### config.mk
export PLATFORM = sky130hd
export DESIGN_NAME = secuenciador_spi
export DESIGN_NICKNAME = d
export VERILOG_FILES = /design/src/rtl/secuenciador_spi_pkg.sv /design/src/rtl/secuenciador_spi_timeout.sv /design/src/rtl/secuenciador_spi.sv
export SDC_FILE = /design/constraint.sdc
export NUM_CORES = 1
export LEC_CHECK = 0
export ABC_AREA = 1
export ABC_CLOCK_PERIOD_IN_PS = 5800
export BUFFER_PORTS_ARGS = -buffer_cell sky130_fd_sc_hd__buf_2
export CAP_MARGIN = 10
export CORE_ASPECT_RATIO = 0.8
export CORE_MARGIN = 4
export CORE_UTILIZATION = 42
export CTS_CLUSTER_SIZE = 24
export DETAILED_ROUTE_END_ITERATION = 12
export PLACE_DENSITY = 0.68
export SYNTH_ARGS = -nofsm -noshare
export SYNTH_HDL_FRONTEND = slang
export SYNTH_SLANG_ARGS = --single-unit
### constraint.sdc
create_clock -name clk_i -period 5.8 [get_ports clk_i]
set_input_delay 0.58 -clock clk_i [delete_from_list [all_inputs] [get_ports clk_i]]
set_output_delay 0.58 -clock clk_i [all_outputs]
set_load 0.05 [all_outputs]
### src/rtl/secuenciador_spi_pkg.sv
// rtl/secuenciador_spi_pkg.sv - shared types and constants for the SPI transaction sequencer
//
// Purpose: state encoding, transfer-mode encodings, control-word bit positions
// and a helper that builds the control word written to the SPI core.
// Ports: none (package).

package secuenciador_spi_pkg;

  typedef enum logic [3:0] {
    IDLE,
    LOAD,
    CFG,
    POLL_A,
    POLL_S,
    ABORT,
    RD_A,
    RD_S,
    RD_OUT,
    DONE,
    ERR
  } state_t;

  localparam logic [1:0] MODE_BUF   = 2'b00;
  localparam logic [1:0] MODE_ONES  = 2'b01;
  localparam logic [1:0] MODE_ZEROS = 2'b10;
  localparam logic [1:0] MODE_BAD   = 2'b11;

  localparam int CTRL_SEND     = 0;
  localparam int CTRL_ALL1     = 2;
  localparam int CTRL_ALL0     = 3;
  localparam int CTRL_NEND_LSB = 4;
  localparam int CTRL_NEND_MSB = 12;

  // Control word that launches a transfer: byte count minus one in the NEND
  // field (9-bit arithmetic, so 256 bytes encodes as 0xFF), fill-pattern
  // select bits and the send bit.
  function automatic logic [31:0] ctrl_word(input logic [8:0] n_bytes,
                                            input logic [1:0] mode);
    logic [31:0] w;
    logic [8:0]  n_m1;
    w    = '0;
    n_m1 = n_bytes - 9'd1;
    w[CTRL_NEND_MSB:CTRL_NEND_LSB] = n_m1;
    w[CTRL_ALL0] = (mode == MODE_ZEROS);
    w[CTRL_ALL1] = (mode == MODE_ONES);
    w[CTRL_SEND] = 1'b1;
    return w;
  endfunction

endpackage

### src/rtl/secuenciador_spi_timeout.sv
// rtl/secuenciador_spi_timeout.sv - loadable down-counter with expiry flag for the poll timeout
//
// Purpose: counts poll cycles down from a loaded value and flags when zero is
// reached; the counter saturates at zero.
// Ports:
//   clk      in  system clock
//   rst      in  synchronous active-high reset (count -> 0)
//   load     in  load load_val (wins over dec)
//   load_val in  WIDTH  start value
//   dec      in  decrement by one while nonzero
//   expired  out count is zero

module contador_timeout #(
  parameter int WIDTH = 20
) (
  input  logic             clk,
  input  logic             rst,
  input  logic             load,
  input  logic [WIDTH-1:0] load_val,
  input  logic             dec,
  output logic             expired
);

  logic [WIDTH-1:0] count;

  always_ff @(posedge clk) begin
    if (rst) begin
      count <= '0;
    end else if (load) begin
      count <= load_val;
    end else if (dec && (count != '0)) begin
      count <= count - 1'b1;
    end
  end

  assign expired = (count == '0);

endmodule

### src/rtl/secuenciador_spi.sv
// rtl/secuenciador_spi.sv - host-side transaction sequencer for the SPI controller register map
//
// Purpose: turns a start/busy/done handshake plus tx/rx byte streams into the
// register-level sequence the SPI core expects: load buffer, write control with
// send=1, poll send until clear (with timeout/abort), read back the buffer.
// Ports:
//   clk_i, rst_i                 clock, synchronous active-high reset
//   start_i, n_bytes_i, mode_i   transaction request (sampled in IDLE)
//   tx_byte_i/tx_valid_i/tx_ready_o  tx byte stream into the buffer
//   rx_byte_o/rx_valid_o/rx_ready_i  rx byte stream out of the buffer
//   busy_o, done_o, error_o      status; error_o sticky until next accepted start
//   reg_sel_o, wr_o, entrada_o, addr_o, bits_salida_i  SPI core register bus

module secuenciador_spi
  import secuenciador_spi_pkg::*;
#(
  parameter int MAX_BYTES   = 256,
  parameter int TIMEOUT_CYC = 1048576
) (
  input  logic        clk_i,
  input  logic        rst_i,
  input  logic        start_i,
  input  logic [8:0]  n_bytes_i,
  input  logic [1:0]  mode_i,
  input  logic [7:0]  tx_byte_i,
  input  logic        tx_valid_i,
  output logic        tx_ready_o,
  output logic [7:0]  rx_byte_o,
  output logic        rx_valid_o,
  input  logic        rx_ready_i,
  output logic        busy_o,
  output logic        done_o,
  output logic        error_o,
  output logic        reg_sel_o,
  output logic        wr_o,
  output logic [31:0] entrada_o,
  output logic [31:0] addr_o,
  input  logic [31:0] bits_salida_i
);

  localparam int TW = (TIMEOUT_CYC > 2) ? $clog2(TIMEOUT_CYC) : 1;

  state_t      state;
  logic [8:0]  n_q;
  logic [1:0]  mode_q;
  logic [8:0]  k;
  logic [7:0]  addr_q;
  logic [31:0] data_q;
  logic        wr_q;
  logic        sel_q;
  logic        ready_q;
  logic [7:0]  rx_q;
  logic        rx_valid_q;
  logic        busy_q;
  logic        done_q;
  logic        error_q;

  logic start_legal;
  logic last;
  logic tx_fire;
  logic tmo_expired;
  logic unused_rd;

  assign start_legal = (n_bytes_i != 9'd0)
                    && ({23'd0, n_bytes_i} <= 32'(MAX_BYTES))
                    && (mode_i != MODE_BAD);
  assign last        = (k == (n_q - 9'd1));
  assign tx_fire     = ready_q & tx_valid_i;
  assign unused_rd   = ^bits_salida_i[31:8];

  // The poll window is T cycles long counting both address and sample phases;
  // loading T-1 while in CFG makes the counter hit zero on the T-th poll cycle.
  contador_timeout #(
    .WIDTH(TW)
  ) u_timeout (
    .clk     (clk_i),
    .rst     (rst_i),
    .load    (state == CFG),
    .load_val(TW'(TIMEOUT_CYC - 1)),
    .dec     ((state == POLL_A) || (state == POLL_S)),
    .expired (tmo_expired)
  );

  // Buffer loads are accepted in the same cycle the tx byte is offered, so the
  // write strobe and data bypass the registers while in LOAD. Everything else
  // on the bus comes straight from registers.
  assign tx_ready_o = ready_q;
  assign wr_o       = wr_q | tx_fire;
  assign reg_sel_o  = sel_q;
  assign addr_o     = {24'd0, addr_q};
  assign entrada_o  = tx_fire ? {24'd0, tx_byte_i} : data_q;
  assign rx_byte_o  = rx_q;
  assign rx_valid_o = rx_valid_q;
  assign busy_o     = busy_q;
  assign done_o     = done_q;
  assign error_o    = error_q;

  always_ff @(posedge clk_i) begin
    if (rst_i) begin
      state      <= IDLE;
      n_q        <= '0;
      mode_q     <= MODE_BUF;
      k          <= '0;
      addr_q     <= '0;
      data_q     <= '0;
      wr_q       <= 1'b0;
      sel_q      <= 1'b0;
      ready_q    <= 1'b0;
      rx_q       <= '0;
      rx_valid_q <= 1'b0;
      busy_q     <= 1'b0;
      done_q     <= 1'b0;
      error_q    <= 1'b0;
    end else begin
      case (state)
        IDLE: begin
          if (start_i) begin
            if (start_legal) begin
              n_q     <= n_bytes_i;
              mode_q  <= mode_i;
              error_q <= 1'b0;
              busy_q  <= 1'b1;
              k       <= '0;
              addr_q  <= '0;
              if (mode_i == MODE_BUF) begin
                state   <= LOAD;
                ready_q <= 1'b1;
                sel_q   <= 1'b1;
              end else begin
                state  <= CFG;
                wr_q   <= 1'b1;
                sel_q  <= 1'b0;
                data_q <= ctrl_word(n_bytes_i, mode_i);
              end
            end else begin
              state   <= ERR;
              done_q  <= 1'b1;
              error_q <= 1'b1;
            end
          end
        end

        LOAD: begin
          if (tx_fire) begin
            if (last) begin
              state   <= CFG;
              ready_q <= 1'b0;
              sel_q   <= 1'b0;
              addr_q  <= '0;
              k       <= '0;
              wr_q    <= 1'b1;
              data_q  <= ctrl_word(n_q, mode_q);
            end else begin
              k      <= k + 9'd1;
              addr_q <= addr_q + 8'd1;
            end
          end
        end

        CFG: begin
          state  <= POLL_A;
          wr_q   <= 1'b0;
          data_q <= '0;
        end

        POLL_A: begin
          if (tmo_expired) begin
            state  <= ABORT;
            wr_q   <= 1'b1;
            data_q <= '0;
          end else begin
            state <= POLL_S;
          end
        end

        // Read data here reflects the control register addressed in POLL_A.
        POLL_S: begin
          if (!bits_salida_i[CTRL_SEND]) begin
            state  <= RD_A;
            sel_q  <= 1'b1;
            addr_q <= '0;
            k      <= '0;
          end else if (tmo_expired) begin
            state  <= ABORT;
            wr_q   <= 1'b1;
            data_q <= '0;
          end else begin
            state <= POLL_A;
          end
        end

        ABORT: begin
          state   <= ERR;
          wr_q    <= 1'b0;
          done_q  <= 1'b1;
          error_q <= 1'b1;
        end

        RD_A: begin
          state <= RD_S;
        end

        // Capture byte k and immediately present address k+1, so the next
        // byte's read data is already waiting when the downstream accepts.
        RD_S: begin
          rx_q       <= bits_salida_i[7:0];
          rx_valid_q <= 1'b1;
          state      <= RD_OUT;
          if (!last) begin
            addr_q <= addr_q + 8'd1;
          end
        end

        RD_OUT: begin
          if (rx_ready_i) begin
            rx_valid_q <= 1'b0;
            if (last) begin
              state  <= DONE;
              done_q <= 1'b1;
              sel_q  <= 1'b0;
              addr_q <= '0;
            end else begin
              k     <= k + 9'd1;
              state <= RD_S;
            end
          end
        end

        DONE: begin
          state  <= IDLE;
          done_q <= 1'b0;
          busy_q <= 1'b0;
        end

        ERR: begin
          state  <= IDLE;
          done_q <= 1'b0;
          busy_q <= 1'b0;
        end

        default: begin
          state <= IDLE;
        end
      endcase
    end
  end

endmodule

### Word level (Yosys, flattened, before mapping)

Index checks and enable logic that the tools add are counted.

* add/sub/neg operators: 5
* $lt $le $gt $ge: 1
* eq/ne operators: 29
* mux-type cells: 73
* bitwise logic cells: 2
* reduce and logical (&&, ||, !) cells: 33

Operators with widths (number)
* 32-bit 2-to-1 mux: 8
* 32-bit one-hot mux with 5 select lines: 1
* 8-bit 2-to-1 mux: 8
* 9-bit 2-to-1 mux: 7
* 20-bit 2-to-1 mux: 2
* 8-bit one-hot mux with 5 select lines: 1
* 4-bit one-hot mux with 9 select lines: 1
* 9-bit one-hot mux with 4 select lines: 1
* 1-bit 2-to-1 mux: 28
* 2-bit inequality test, second input constant: 14
* 4-bit 2-to-1 mux: 6
* 7-bit AND reduction: 3
* 20-bit zero test: 1
* 20-bit nonzero test: 1
* 20-bit by 1-bit subtractor with 20-bit output, second input constant: 1
* 9-bit by 1-bit subtractor with 9-bit output, second input constant: 2
* 4-bit by 3-bit equality test with 1-bit output, second input constant: 4
* 5-bit nonzero test: 3
* 4-bit equality test, second input constant: 3
* 6-bit AND reduction: 2
* 2-bit nonzero test: 5
* 9-bit by 1-bit adder with 9-bit output, second input constant: 1
* 9-bit equality test: 1
* 9-bit <= comparator, second input constant: 1
* 24 further kinds: 38

* register bits: 99
* output and inout port bits: 79
* logic and storage cells: 158

### Depth between registers and ports, before layout

* word-level depth: 6
* mapped depth: 16
* gate-level depth less buffers: 16

### Cells and area by module

From an unflattened synthesis, not the netlist that was laid out.

* cell total of the unflattened synthesis: 888
* area total of the unflattened synthesis: 5636.7 µm²

By module, submodules not included
* secuenciador_spi: times used 1, cells an instance 644, area an instance 4043.9 µm², seq. area each 1181.1 µm²
* contador_timeout: times used 1, cells an instance 244, area an instance 1592.8 µm², seq. area each 400.4 µm²

### Worst setup path after synthesis

OpenSTA, ideal clock, no wires.

* path type: input to output
* from: input port tx_valid_i
* to: output port entrada_o[3]
* arrival time: 2201 ps
* data required time: 5220 ps
* setup slack: 3019 ps
* cell stages on the path: 4
* path buffers: 1
* cells stage by stage: nand2_1 -> clkinv_1 -> clkbuf_1 -> o21ai_0

* word-level cells in the longest chain between the ends: 2

Ends and longest elaborated chain
* start, declared: line secuenciador_spi.sv:26 `input logic tx_valid_i,`
* 1-bit bitwise AND: line secuenciador_spi.sv:68 `assign tx_fire = ready_q & tx_valid_i;`
* 32-bit 2-to-1 mux: line secuenciador_spi.sv:91 `assign entrada_o = tx_fire ? {24'd0, tx_byte_i} : data_q;`
* end, declared: line secuenciador_spi.sv:36 `output logic [31:0] entrada_o,`

Every way passes these cells.

### Final worst setup path

* from: input port n_bytes_i[0]
* to: register k[5]

* word-level cells in the longest chain between the ends: 5
* elaborated cells on any way between the ends: 6
* classes of those cells: 1 x order compare; 1 x eq/ne; 4 x reduce/logical

Ends and longest elaborated chain
* start, declared: line secuenciador_spi.sv:23 `input logic [8:0] n_bytes_i,`
* 9-bit <= comparator or 9-bit nonzero test (tied branches): line secuenciador_spi.sv:65, secuenciador_spi.sv:64
* 1-bit logical AND (*): line secuenciador_spi.sv:65 `&& ({23'd0, n_bytes_i} <= 32'(MAX_BYTES))`
* 1-bit logical AND (*): line secuenciador_spi.sv:66 `&& (mode_i != MODE_BAD);`
* 2-bit inequality test (no source line) (*)
* 7-bit AND reduction (no source line) (*)
* end signal, assigned: line secuenciador_spi.sv:154 `k <= k + 9'd1;`
* end signal, assigned: line secuenciador_spi.sv:223 `k <= k + 9'd1;`
* end, declared: line secuenciador_spi.sv:46 `logic [8:0] k;`

Every way passes the cells marked *; elsewhere a longest branch is shown, timed or not.
A chain may end at the register's enable or synchronous reset.

==> summary.txt <==
Yosys
  • Area leader, netlist: dfxtp_1
  • YS warnings: 0
  • EDFF count, synth: 0
  • Area share of the largest cell type after synthesis: a little under a third
  • Post-synth ARST share: 0%
  • Post-Synthesis Cells: 803
  • Area contributors post-synth: dfxtp_1, nand2_1, nor2_1, buf_4, inv_1
  • Primary FF master, synth: dfxtp_1
  • Synthesized flop and latch total: approximately 80
  • Synth cell types: 44
  • Post-synthesis cell area: about 5100 µm²
  • Sequential fraction of the synthesis area: between 30% and 40%
  • Synth Area per Inst: between 6 and 7 µm²

Global routing
  • Initial antenna violation count: 0
  • Gr usage total: 17.6%
  • Vias in the first global route: between 4k and 5k
  • Largest net degree at the start of global routing: 34
  • Total grt overflow: 0
  • First-pass GRT wire length: slightly above 20 mm

Final layout
  • Design area: between 5000 and 6000 µm²
  • Nets: about 900
  • Final std cells w/o fill: around 1k
  • Commonest non-fill, non-tap cell in the layout: nand2_1
  • Commonest non-fill, non-tap cells in the layout: nand2_1, nor2_1, inv_1
  • Synthesis-to-layout area growth: 11.8%
  • Share of layout cells above drive strength 1: 15.7%
  • Number of antenna diodes: 0

Timing
  • Final Max Slew Viols: 0
  • Hold Fails Final Rpt: 0
  • Setup TNS: 0 ns
  • Final min period: roughly 2.5 ns
  • Period utilization: 43.0%
  • Worst clock skew: around 0.0087 ns
  • Unrepaired setup endpoints after global routing: false
  • WHS: 0.436 ns
  • Peak Freq: about 400 MHz
  • Headroom to the max-slew limit: ~52%
  • Final setup vio count: 0
  • Measured slew at the worst slew-check pin: between 0.7 and 0.8 ns

Worst setup path
  • Crit Path Category: in2reg
  • Critical Path RT: between 6 and 7 ns
  • Most used cell, CP: nand2_1
  • CP startpoint: n_bytes_i[0]
  • R2R Setup Slk: roughly 3.4 ns
  • CP Launch Type: primary input
  • CP Max Fanout: 12
  • Crit-path cells: buf_2 > inv_1 > ha_1 > nand2_1 > nor2_2 > xnor2_2 > nand2_1 > nand2_2 > nand2_1 > nor2_2 > nand3_1 > nand2_1 > inv_1 > nand2_1 > nor2_1
  • Delay-heaviest family, CP: simple AND/OR/NAND/NOR gates
  • CP max stage delay: roughly 0.39 ns
  • WP data arrival: 2.72 ns
  • Crit path buf inv count: 3
  • Worst R2R End: addr_q[1]
  • Crit Reg-Reg Startpoint: n_q[0]
  • Slowest-stage cell, CP: nor2_2
  • Critical path capture point type: flip-flop
  • Worst r2r path cells: 13

Floorplanning
  • Boundary Pins: ~140
  • Initial Utilization: approximately 44%
  • Die area: around 14000 µm²
  • Core region area: roughly 12000 µm²
  • Die Y: ~110 µm
  • Row count: 35
  • Die width: between 100 and 150 µm

Placed design
  • Port Buf Inserts: between 60 and 70
  • Dpl cells: 1003
  • Post-DP Area: 5410 µm²
  • HPWL Detailed: 9.41 mm
  • GPL Wtd Cong: 0.893

Min path
  • Hold EP: rx_valid_o
  • Min-Delay Path Depth: 2
  • Type of the worst min-delay path: in2reg
  • Hold_sp: rx_ready_i

Routing
  • Post-Route WL: 12.5 mm
  • Vias per cell: between 4 and 5
  • Vias: slightly below 5k
  • Routed Antenna Nets: 0
  • First-pass DRT Iterations: 5
  • DRC: 0
  • DR WL/cell: 12.3 µm
  • DR iter-0 viols: around 420

Clock tree
  • Clock tree sinks: 79
  • Clock buffer depth: 2
  • Clk slew on worst S/H paths: around 0.06 ns
  • Post-CTS setup buffer count: 0
  • CTS Buf Count: 9
  • CTS resizes: 0
  • Clock Tree Root: clkbuf_16
  • Hold Buf Count CTS: 0
  • CTS H-tree depth: 3
  • TritonCTS clock tree: done
  • Worst-skew pair later-pin latency: 0.34 ns

Run status
  • Status: completed

Power
  • Power Density: 524 nW/µm²
  • VDD IR-drop max: ~0.23 mV
  • Leak pwr: about 2.8 nW

Run
  • Max-cap violations: 0
-- worst register-to-register path: cells and delay by family, from the launching register on --
kind                       cells  cell delay, ns
buffers and inverters          1            0.13
and+or+nand+nor               11            1.61
adders and majority gates      1            0.24
DFF                            1            0.36
-- registers in the layout, indices dropped and copies added (netlist names) --
register,cells
addr_q,8
busy_o,1
data_q,12
done_o,1
error_o,1
k,9
mode_q,2
n_q,9
reg_sel_o,1
rx_byte_o,8
rx_valid_o,1
state,4
tx_ready_o,1
u_timeout.count,20
wr_q,1
-- stage by stage --
stage,power (mW),util (%),setup WS [ns]
floorplan,2.11,-,3.02
global placement,2.38,46.1,2.99
detailed placement,2.39,46.1,3.00
CTS,3.00,48.8,3.35
global route,3.26,48.8,3.09
finish,3.00,48.8,3.31
-- worst max-delay path by stage --
stage,cells after the start,to,slack [ns]
after floorplan,4,entrada_o[3],3.02
after global placement,15,k[5],2.99
after detailed placement,15,k[5],3.00
after CTS,15,k[5],3.35
after global routing,10,data_q[10],3.09
final,15,k[5],3.31
-- per-layer routing --
layer  GRT usage, %  part of all wire [%]
met3           4.69                   8.7
met5              0                     0
met2           23.3                    37
met1           27.4                    53
met4           4.65                   1.2
-- cells in the mapped netlist, drive strengths merged (6+ instances only) --
library cell / n
clkbuf: 10
a31oi: 6
xor2: 10
nor3: 11
nand3: 49
nand2: 186
nand4: 10
xnor2: 8
a21oi: 57
dfxtp: 79
nor2: 145
o21ai: 53
buf: 50
inv: 104
-- where the power goes --
part	leakage (nW)	total, mW	switching, mW	internal [mW]
combinational	2.05	1.63	1.17	0.463
sequential	0.645	0.773	0.0998	0.673
clock	0.151	0.598	0.224	0.374
-- area by class of cell --
type                       instances  area, µm²
fill                            1215       6010
multi-input combinational        601       2890
sequential                        79       1580
inverter                         105        394
timing repair buffer              70        358
clock buffer                       9        225
tap                              148        185
clock inverter                     6       86.3
-- cell families (layout without fill, tap and decap cells) --
logic type	Yosys count	in the layout	share of synthesized area, %
XOR/XNOR	18	18	3.23
flip-flops	79	79	30.9
buffers and inverters	165	190	15.7
AO/OA/AOI/OAI	126	126	13.0
adder cells (fa/ha/maj)	5	5	1.22
other	1	43	0.0733
AND/OR/NAND/NOR	409	409	35.9
Note: power is estimated with default switching activity, not from simulation.
